==> src/rtl/l3_arbiter_if.sv <==
// Core-side and RAM-side signal bundle for the shared L3 arbiter.
// The arbiter connects through the slave modport; the cores plus the RAM
// model sit on the master side.
interface l3_arbiter_if #(
  parameter int NCORE = 4,
  parameter int DW    = 8,
  parameter int AW    = 8
);
  // core request side (core i in element [i])
  logic [NCORE-1:0]          req;
  logic [NCORE-1:0]          we;
  logic [NCORE-1:0][AW-1:0]  addr;
  logic [NCORE-1:0][DW-1:0]  wdata;
  logic [NCORE-1:0]          ack;
  logic [NCORE-1:0]          gnt;
  logic [DW-1:0]             rdata;
  logic                      busy;
  // RAM side
  logic                      mem_en;
  logic                      mem_we;
  logic [AW-1:0]             mem_addr;
  logic [DW-1:0]             mem_wdata;
  logic [DW-1:0]             mem_rdata;

  modport slave (
    input  req, we, addr, wdata, mem_rdata,
    output ack, gnt, rdata, busy, mem_en, mem_we, mem_addr, mem_wdata
  );

  modport master (
    output req, we, addr, wdata, mem_rdata,
    input  ack, gnt, rdata, busy, mem_en, mem_we, mem_addr, mem_wdata
  );
endinterface

==> src/rtl/l3_arbiter.sv <==
// Round-robin arbiter/sequencer for the single-port shared L3 RAM.
// One transaction at a time: IDLE picks a core, ISSUE strobes the RAM,
// WAIT counts out the RAM latency, DONE pulses ack to the owner.
// Every output comes straight from a flop.
module l3_arbiter #(
  parameter int NCORE   = 4,
  parameter int DW      = 8,
  parameter int AW      = 8,
  parameter int MEM_LAT = 2
) (
  input  logic         CLK,
  input  logic         RESET,
  l3_arbiter_if.slave  io_bus
);

  localparam int PW = $clog2(NCORE);
  localparam int CW = (MEM_LAT > 1) ? $clog2(MEM_LAT) : 1;

  typedef enum logic [1:0] {S_IDLE, S_ISSUE, S_WAIT, S_DONE} state_t;

  state_t                r_state, w_state_nxt;
  logic [PW-1:0]         r_ptr, w_ptr_nxt;
  logic [PW-1:0]         r_owner, w_owner_nxt;
  logic [CW-1:0]         r_cnt, w_cnt_nxt;
  logic [NCORE-1:0]      r_ack, w_ack_nxt;
  logic [NCORE-1:0]      r_gnt, w_gnt_nxt;
  logic [DW-1:0]         r_rdata, w_rdata_nxt;
  logic                  r_busy, w_busy_nxt;
  logic                  r_mem_en, w_mem_en_nxt;
  logic                  r_mem_we, w_mem_we_nxt;
  logic [AW-1:0]         r_mem_addr, w_mem_addr_nxt;
  logic [DW-1:0]         r_mem_wdata, w_mem_wdata_nxt;

  logic                  w_found;
  logic [PW-1:0]         w_win;

  // Rotating-priority search: first set req bit starting at ptr, wrapping.
  always_comb begin
    w_found = 1'b0;
    w_win   = '0;
    for (int i = 0; i < NCORE; i++) begin
      int idx;
      idx = int'(r_ptr) + i;
      if (idx >= NCORE) idx = idx - NCORE;
      if (!w_found && io_bus.req[idx]) begin
        w_found = 1'b1;
        w_win   = PW'(idx);
      end
    end
  end

  // State register.
  always_ff @(posedge CLK or negedge RESET) begin
    if (!RESET) r_state <= S_IDLE;
    else        r_state <= w_state_nxt;
  end

  // Next state plus next values of every registered output.
  always_comb begin
    w_state_nxt     = r_state;
    w_ptr_nxt       = r_ptr;
    w_owner_nxt     = r_owner;
    w_cnt_nxt       = r_cnt;
    w_ack_nxt       = '0;
    w_gnt_nxt       = r_gnt;
    w_rdata_nxt     = r_rdata;
    w_mem_en_nxt    = 1'b0;
    w_mem_we_nxt    = r_mem_we;
    w_mem_addr_nxt  = r_mem_addr;
    w_mem_wdata_nxt = r_mem_wdata;
    case (r_state)
      S_IDLE: begin
        if (w_found) begin
          // capture the winner's command; mem_en is raised now so it is
          // visible from its flop during the ISSUE cycle
          w_owner_nxt     = w_win;
          w_mem_we_nxt    = io_bus.we[w_win];
          w_mem_addr_nxt  = io_bus.addr[w_win];
          w_mem_wdata_nxt = io_bus.wdata[w_win];
          w_gnt_nxt       = NCORE'(1) << w_win;
          w_mem_en_nxt    = 1'b1;
          w_state_nxt     = S_ISSUE;
        end
      end
      S_ISSUE: begin
        w_cnt_nxt   = CW'(MEM_LAT - 1);
        w_state_nxt = S_WAIT;
      end
      S_WAIT: begin
        if (r_cnt == '0) begin
          // RAM data is valid this cycle; writes keep the old rdata
          if (!r_mem_we) w_rdata_nxt = io_bus.mem_rdata;
          w_ack_nxt   = NCORE'(1) << r_owner;
          w_state_nxt = S_DONE;
        end else begin
          w_cnt_nxt = r_cnt - 1'b1;
        end
      end
      S_DONE: begin
        w_ptr_nxt   = (r_owner == PW'(NCORE - 1)) ? '0 : r_owner + 1'b1;
        w_gnt_nxt   = '0;
        w_state_nxt = S_IDLE;
      end
      default: w_state_nxt = S_IDLE;
    endcase
    w_busy_nxt = (w_state_nxt != S_IDLE);
  end

  // Datapath and output registers; async reset aborts any transaction.
  always_ff @(posedge CLK or negedge RESET) begin
    if (!RESET) begin
      r_ptr       <= '0;
      r_owner     <= '0;
      r_cnt       <= '0;
      r_ack       <= '0;
      r_gnt       <= '0;
      r_rdata     <= '0;
      r_busy      <= 1'b0;
      r_mem_en    <= 1'b0;
      r_mem_we    <= 1'b0;
      r_mem_addr  <= '0;
      r_mem_wdata <= '0;
    end else begin
      r_ptr       <= w_ptr_nxt;
      r_owner     <= w_owner_nxt;
      r_cnt       <= w_cnt_nxt;
      r_ack       <= w_ack_nxt;
      r_gnt       <= w_gnt_nxt;
      r_rdata     <= w_rdata_nxt;
      r_busy      <= w_busy_nxt;
      r_mem_en    <= w_mem_en_nxt;
      r_mem_we    <= w_mem_we_nxt;
      r_mem_addr  <= w_mem_addr_nxt;
      r_mem_wdata <= w_mem_wdata_nxt;
    end
  end

  assign io_bus.ack       = r_ack;
  assign io_bus.gnt       = r_gnt;
  assign io_bus.rdata     = r_rdata;
  assign io_bus.busy      = r_busy;
  assign io_bus.mem_en    = r_mem_en;
  assign io_bus.mem_we    = r_mem_we;
  assign io_bus.mem_addr  = r_mem_addr;
  assign io_bus.mem_wdata = r_mem_wdata;

endmodule

==> src/flat_wrapper.sv <==
// flat-port wrapper written by rule: the top's interface ports become plain ports
module l3_arbiter_flat 
#(
  parameter int NCORE   = 4,
  parameter int DW      = 8,
  parameter int AW      = 8,
  parameter int MEM_LAT = 2
)
  (CLK, RESET, io_bus_req, io_bus_we, io_bus_addr, io_bus_wdata, io_bus_mem_rdata, io_bus_ack, io_bus_gnt, io_bus_rdata, io_bus_busy, io_bus_mem_en, io_bus_mem_we, io_bus_mem_addr, io_bus_mem_wdata);
  l3_arbiter_if #(.NCORE(NCORE), .DW(DW), .AW(AW)) io_bus_i ();
  input  logic CLK;
  input  logic RESET;
  input wire logic [$bits(io_bus_i.req)-1:0] io_bus_req;
  input wire logic [$bits(io_bus_i.we)-1:0] io_bus_we;
  input wire logic [$bits(io_bus_i.addr)-1:0] io_bus_addr;
  input wire logic [$bits(io_bus_i.wdata)-1:0] io_bus_wdata;
  input wire logic [$bits(io_bus_i.mem_rdata)-1:0] io_bus_mem_rdata;
  output wire logic [$bits(io_bus_i.ack)-1:0] io_bus_ack;
  output wire logic [$bits(io_bus_i.gnt)-1:0] io_bus_gnt;
  output wire logic [$bits(io_bus_i.rdata)-1:0] io_bus_rdata;
  output wire logic [$bits(io_bus_i.busy)-1:0] io_bus_busy;
  output wire logic [$bits(io_bus_i.mem_en)-1:0] io_bus_mem_en;
  output wire logic [$bits(io_bus_i.mem_we)-1:0] io_bus_mem_we;
  output wire logic [$bits(io_bus_i.mem_addr)-1:0] io_bus_mem_addr;
  output wire logic [$bits(io_bus_i.mem_wdata)-1:0] io_bus_mem_wdata;
  assign io_bus_i.req = io_bus_req;
  assign io_bus_i.we = io_bus_we;
  assign io_bus_i.addr = io_bus_addr;
  assign io_bus_i.wdata = io_bus_wdata;
  assign io_bus_i.mem_rdata = io_bus_mem_rdata;
  assign io_bus_ack = io_bus_i.ack;
  assign io_bus_gnt = io_bus_i.gnt;
  assign io_bus_rdata = io_bus_i.rdata;
  assign io_bus_busy = io_bus_i.busy;
  assign io_bus_mem_en = io_bus_i.mem_en;
  assign io_bus_mem_we = io_bus_i.mem_we;
  assign io_bus_mem_addr = io_bus_i.mem_addr;
  assign io_bus_mem_wdata = io_bus_i.mem_wdata;
  l3_arbiter #(.NCORE(NCORE), .DW(DW), .AW(AW), .MEM_LAT(MEM_LAT)) u_core (.CLK(CLK), .RESET(RESET), .io_bus(io_bus_i));
endmodule
==> config.mk <==
export PLATFORM = sky130hd
export DESIGN_NAME = l3_arbiter_flat
export DESIGN_NICKNAME = d
export VERILOG_FILES = /design/src/rtl/l3_arbiter_if.sv /design/src/rtl/l3_arbiter.sv /design/src/flat_wrapper.sv
export SDC_FILE = /design/constraint.sdc
export NUM_CORES = 1
export LEC_CHECK = 0
export ABC_AREA = 0
export CAP_MARGIN = 10
export CORE_UTILIZATION = 39
export DETAILED_ROUTE_END_ITERATION = 12
export GPL_TIMING_DRIVEN = 1
export PLACE_DENSITY_LB_ADDON = 0.25
export SLEW_MARGIN = 20
export SYNTH_ARGS = -nofsm -noshare
export SYNTH_HDL_FRONTEND = slang
export SYNTH_SLANG_ARGS = --single-unit
==> constraint.sdc <==
create_clock -name CLK -period 2.3 [get_ports CLK]
set_clock_uncertainty 0.1 [all_clocks]
set_input_delay 0.345 -clock CLK [delete_from_list [all_inputs] [get_ports CLK]]
set_output_delay 0.345 -clock CLK [all_outputs]
set_load 0.03 [all_outputs]
==> reports/results.tsv <==
metric	value	unit
status	complete, no violations	
largest net degree at the start of global routing	43	
dpl ws	-132	ps
PD cells	1230	nW/µm²
Die Ht	76.4	µm
top-count cell post-synth	dfrtp_1	
Comb pwr share	58.7	%
commonest cells in the netlist	dfrtp_1, a21oi_1, nor2_1	
Top FF cell, synth	dfrtp_1	
setup bufs post-CTS	0	
layout net count	412	
IO Pins	117	
CP Data Arrival Time	2240	ps
CTS clk-pin slew, worst paths	80	ps
Setup CP Type	input port to flop	
Final min period	2130	ps
Max-Cap Viols	0	
#FFs+latches synth	42	
drt wl/cell	15.7	µm
Max Buffers Root-to-Sink	2	
FFs w/ async S/R, synth	100	%
Tot Pwr	4.28	mW
post-route DRC violation count	0	
cts-stage hold buffer count	0	
sw frac	43.6	%
Yosys top cell by area	dfrtp_1	
final std cells w/o fill	393	
CP Capture Type	flop	
FMAX	0.469	GHz
Clk pwr share	10.7	%
post-synth cell types	34	
# resized after CTS	0	
share of layout cells above drive strength 1	10.2	%
Post-synth EDFFs	0	
Cells after Synth	204	
GR Util met1	28.2	%
Synth-to-Final Area Change	61.0	%
clk root buf	clkbuf_8	
Synth Warn #	0	
Remaining Overflow, GRT	0	
Mapped Nets	294	
std cell rows	26	
H-tree levels	2	
DIE AREA	5840	µm²
Multi-input gate area	975	µm²
Synth top area share	48.6	%
dpl hpwl	4510	µm
crit start category	input port	
Pins Over Slew Limit	0	
routed via count	2122	
average size of a mapped cell	10.6	µm²
CTS Buf Count	5	
fin worst setup slack	170	ps
Hold WS	91.2	ps
Total GRT Usage	21.8	%
GR peak layer	met2	
IO Port Bufs	116	
internal power	2.42	mW
Switch Pwr	1.87	mW
Seq pwr share	30.6	%
vias per inst	5.40	
# diodes	0	
# clock sinks	42	
peak supply drop	0.670	mV
# fillers	440	
Final TNS setup	0	ps
Worst-Margin Slew	922	ps
Slew HR	38.5	%
critical path required time	2410	ps
Final Cycle Share	92.6	%
Lkg Pwr	1.47	nW
Finish-stage setup viols	0	
total iterations of the first detailed-routing run	6	
Placer Congestion	0.875	
Std-Cell Core Area	5200	µm²
Reg area	1050	µm²
placed cells	385	
Die W	76.4	µm
RSZ-0062 raised after global routing	no	
Post-Synthesis Cell Area	2160	µm²
Area contributors post-synth	dfrtp_1, a21oi_1, a222oi_1	
met3 GRT Util	5.51	%
number of global-route vias before repair	2146	
register area share after synthesis	48.6	%
met2 Track Usage GR	37.1	%
CTS tree	done	
initial DRC count	209	
final WL	6190	µm
initial core utilization	41.5	%
final hold violations	0	
initial antenna violation count	0	
Worst-Skew Late Latency	290	ps
critical path fanouts, max	18	
first-pass GRT wire length	10300	µm
type of the worst min-delay path	input port to asynchronous set/reset pin	
post-route ant nets	0	
-- power by group through the flow --
stage | registers, mW | clock network, mW | logic (mW)
finish | 1.31 | 0.459 | 2.51
CTS | 1.31 | 0.476 | 2.52
detailed placement | 1.32 | 0 | 2.52
global placement | 1.31 | 0 | 2.47
global route | 1.37 | 0.505 | 2.72
floorplan | 1.81 | 0 | 1.08
-- per-layer routing --
metal | up-vias | wire, µm
met1 | 1003 | 2690
li1 | 989 | -
met4 | 0 | 38
met3 | 4 | 496
met2 | 126 | 2970
met5 | - | 0
-- worst max-delay path: stages --
cell	delay (ps)
clkdlybuf4s50_1	570
buf_4	230
o31ai_4	680
a222oi_1	220
a21oi_1	200
-- sequential cells by signal (all words and copies together) (netlist names) --
| signal | cells |
|---|---|
| u_core.io_bus.mem_addr | 8 |
| u_core.r_cnt | 1 |
| u_core.r_owner | 2 |
| u_core.io_bus.gnt | 4 |
| u_core.io_bus.busy | 1 |
| u_core.io_bus.mem_we | 1 |
| u_core.r_state | 2 |
| u_core.r_ptr | 2 |
| u_core.io_bus.rdata | 8 |
| u_core.io_bus.mem_wdata | 8 |
| u_core.io_bus.ack | 4 |
| u_core.io_bus.mem_en | 1 |
-- cells by family (layout without fill, tap and decap cells) --
family | Yosys count | count (layout) | synth area share [%]
AO/OA/AOI/OAI | 76 | 76 | 25.1
AND/OR/NAND/NOR | 41 | 41 | 9.73
buffers and inverters | 26 | 145 | 6.25
adder cells (fa/ha/maj) | 8 | 8 | 4.63
flip-flops | 42 | 42 | 48.6
multiplexers | 11 | 11 | 5.62
-- worst paths after layout --
path	start	end	slack, ps	cells after the start
min in group CLK	u_core.io_bus.rdata[6]$_DFFE_PN0P_	u_core.io_bus.rdata[6]$_DFFE_PN0P_	410	1
hold reg to reg	u_core.io_bus.rdata[6]$_DFFE_PN0P_	u_core.io_bus.rdata[6]$_DFFE_PN0P_	410	1
setup / recovery	io_bus_req[3]	u_core.io_bus.mem_addr[7]$_DFFE_PN0P_	170	5
max in group asynchronous	RESET	u_core.io_bus.mem_addr[1]$_DFFE_PN0P_	1440	1
setup reg to reg	u_core.r_ptr[0]$_DFFE_PN0P_	u_core.io_bus.mem_addr[7]$_DFFE_PN0P_	210	5
hold / removal	RESET	u_core.io_bus.mem_wdata[6]$_DFFE_PN0P_	90	1
-- layout by cell type, fill, tap and decap left out, drive strengths merged --
cell,netlist,layout
a21oi,37,37
and3,1,1
dfrtp,42,42
nor2,21,21
a31oi,1,1
clkdlybuf4s50,0,115
and2b,1,1
mux2,9,9
a22o,8,8
o22a,1,1
mux2i,2,2
or2,1,1
ha,8,8
clkinv,0,2
nand2b,1,1
nand2,5,5
a222oi,17,17
a211oi,1,1
and2,5,5
buf,13,13
o211a,1,1
o21ai,4,4
o31ai,3,3
o21bai,1,1
inv,9,9
nor3b,2,2
o31a,1,1
nor4,1,1
clkbuf,4,6
o22ai,1,1
nor2b,3,3
-- cell type report --
class | instances | area share (%)
well taps | 70 | 2.52
repair buffers | 128 | 35.8
clock buffers | 6 | 2.09
clock inverters | 2 | 0.396
inverters | 9 | 0.971
flip-flops and latches | 42 | 30.2
multi-input cells | 136 | 28.0
-- per-stage QoR --
stage / area (µm²) / utilization, %
6_report: 3480 / 66.9
3_5_place_dp: 3390 / 65.2
4_1_cts: 3480 / 66.9
3_3_place_gp: 3390 / 65.2
2_1_floorplan: 2160 / -
5_1_grt: 3480 / 66.9
No activity file was read; power rests on OpenSTA's default activity.
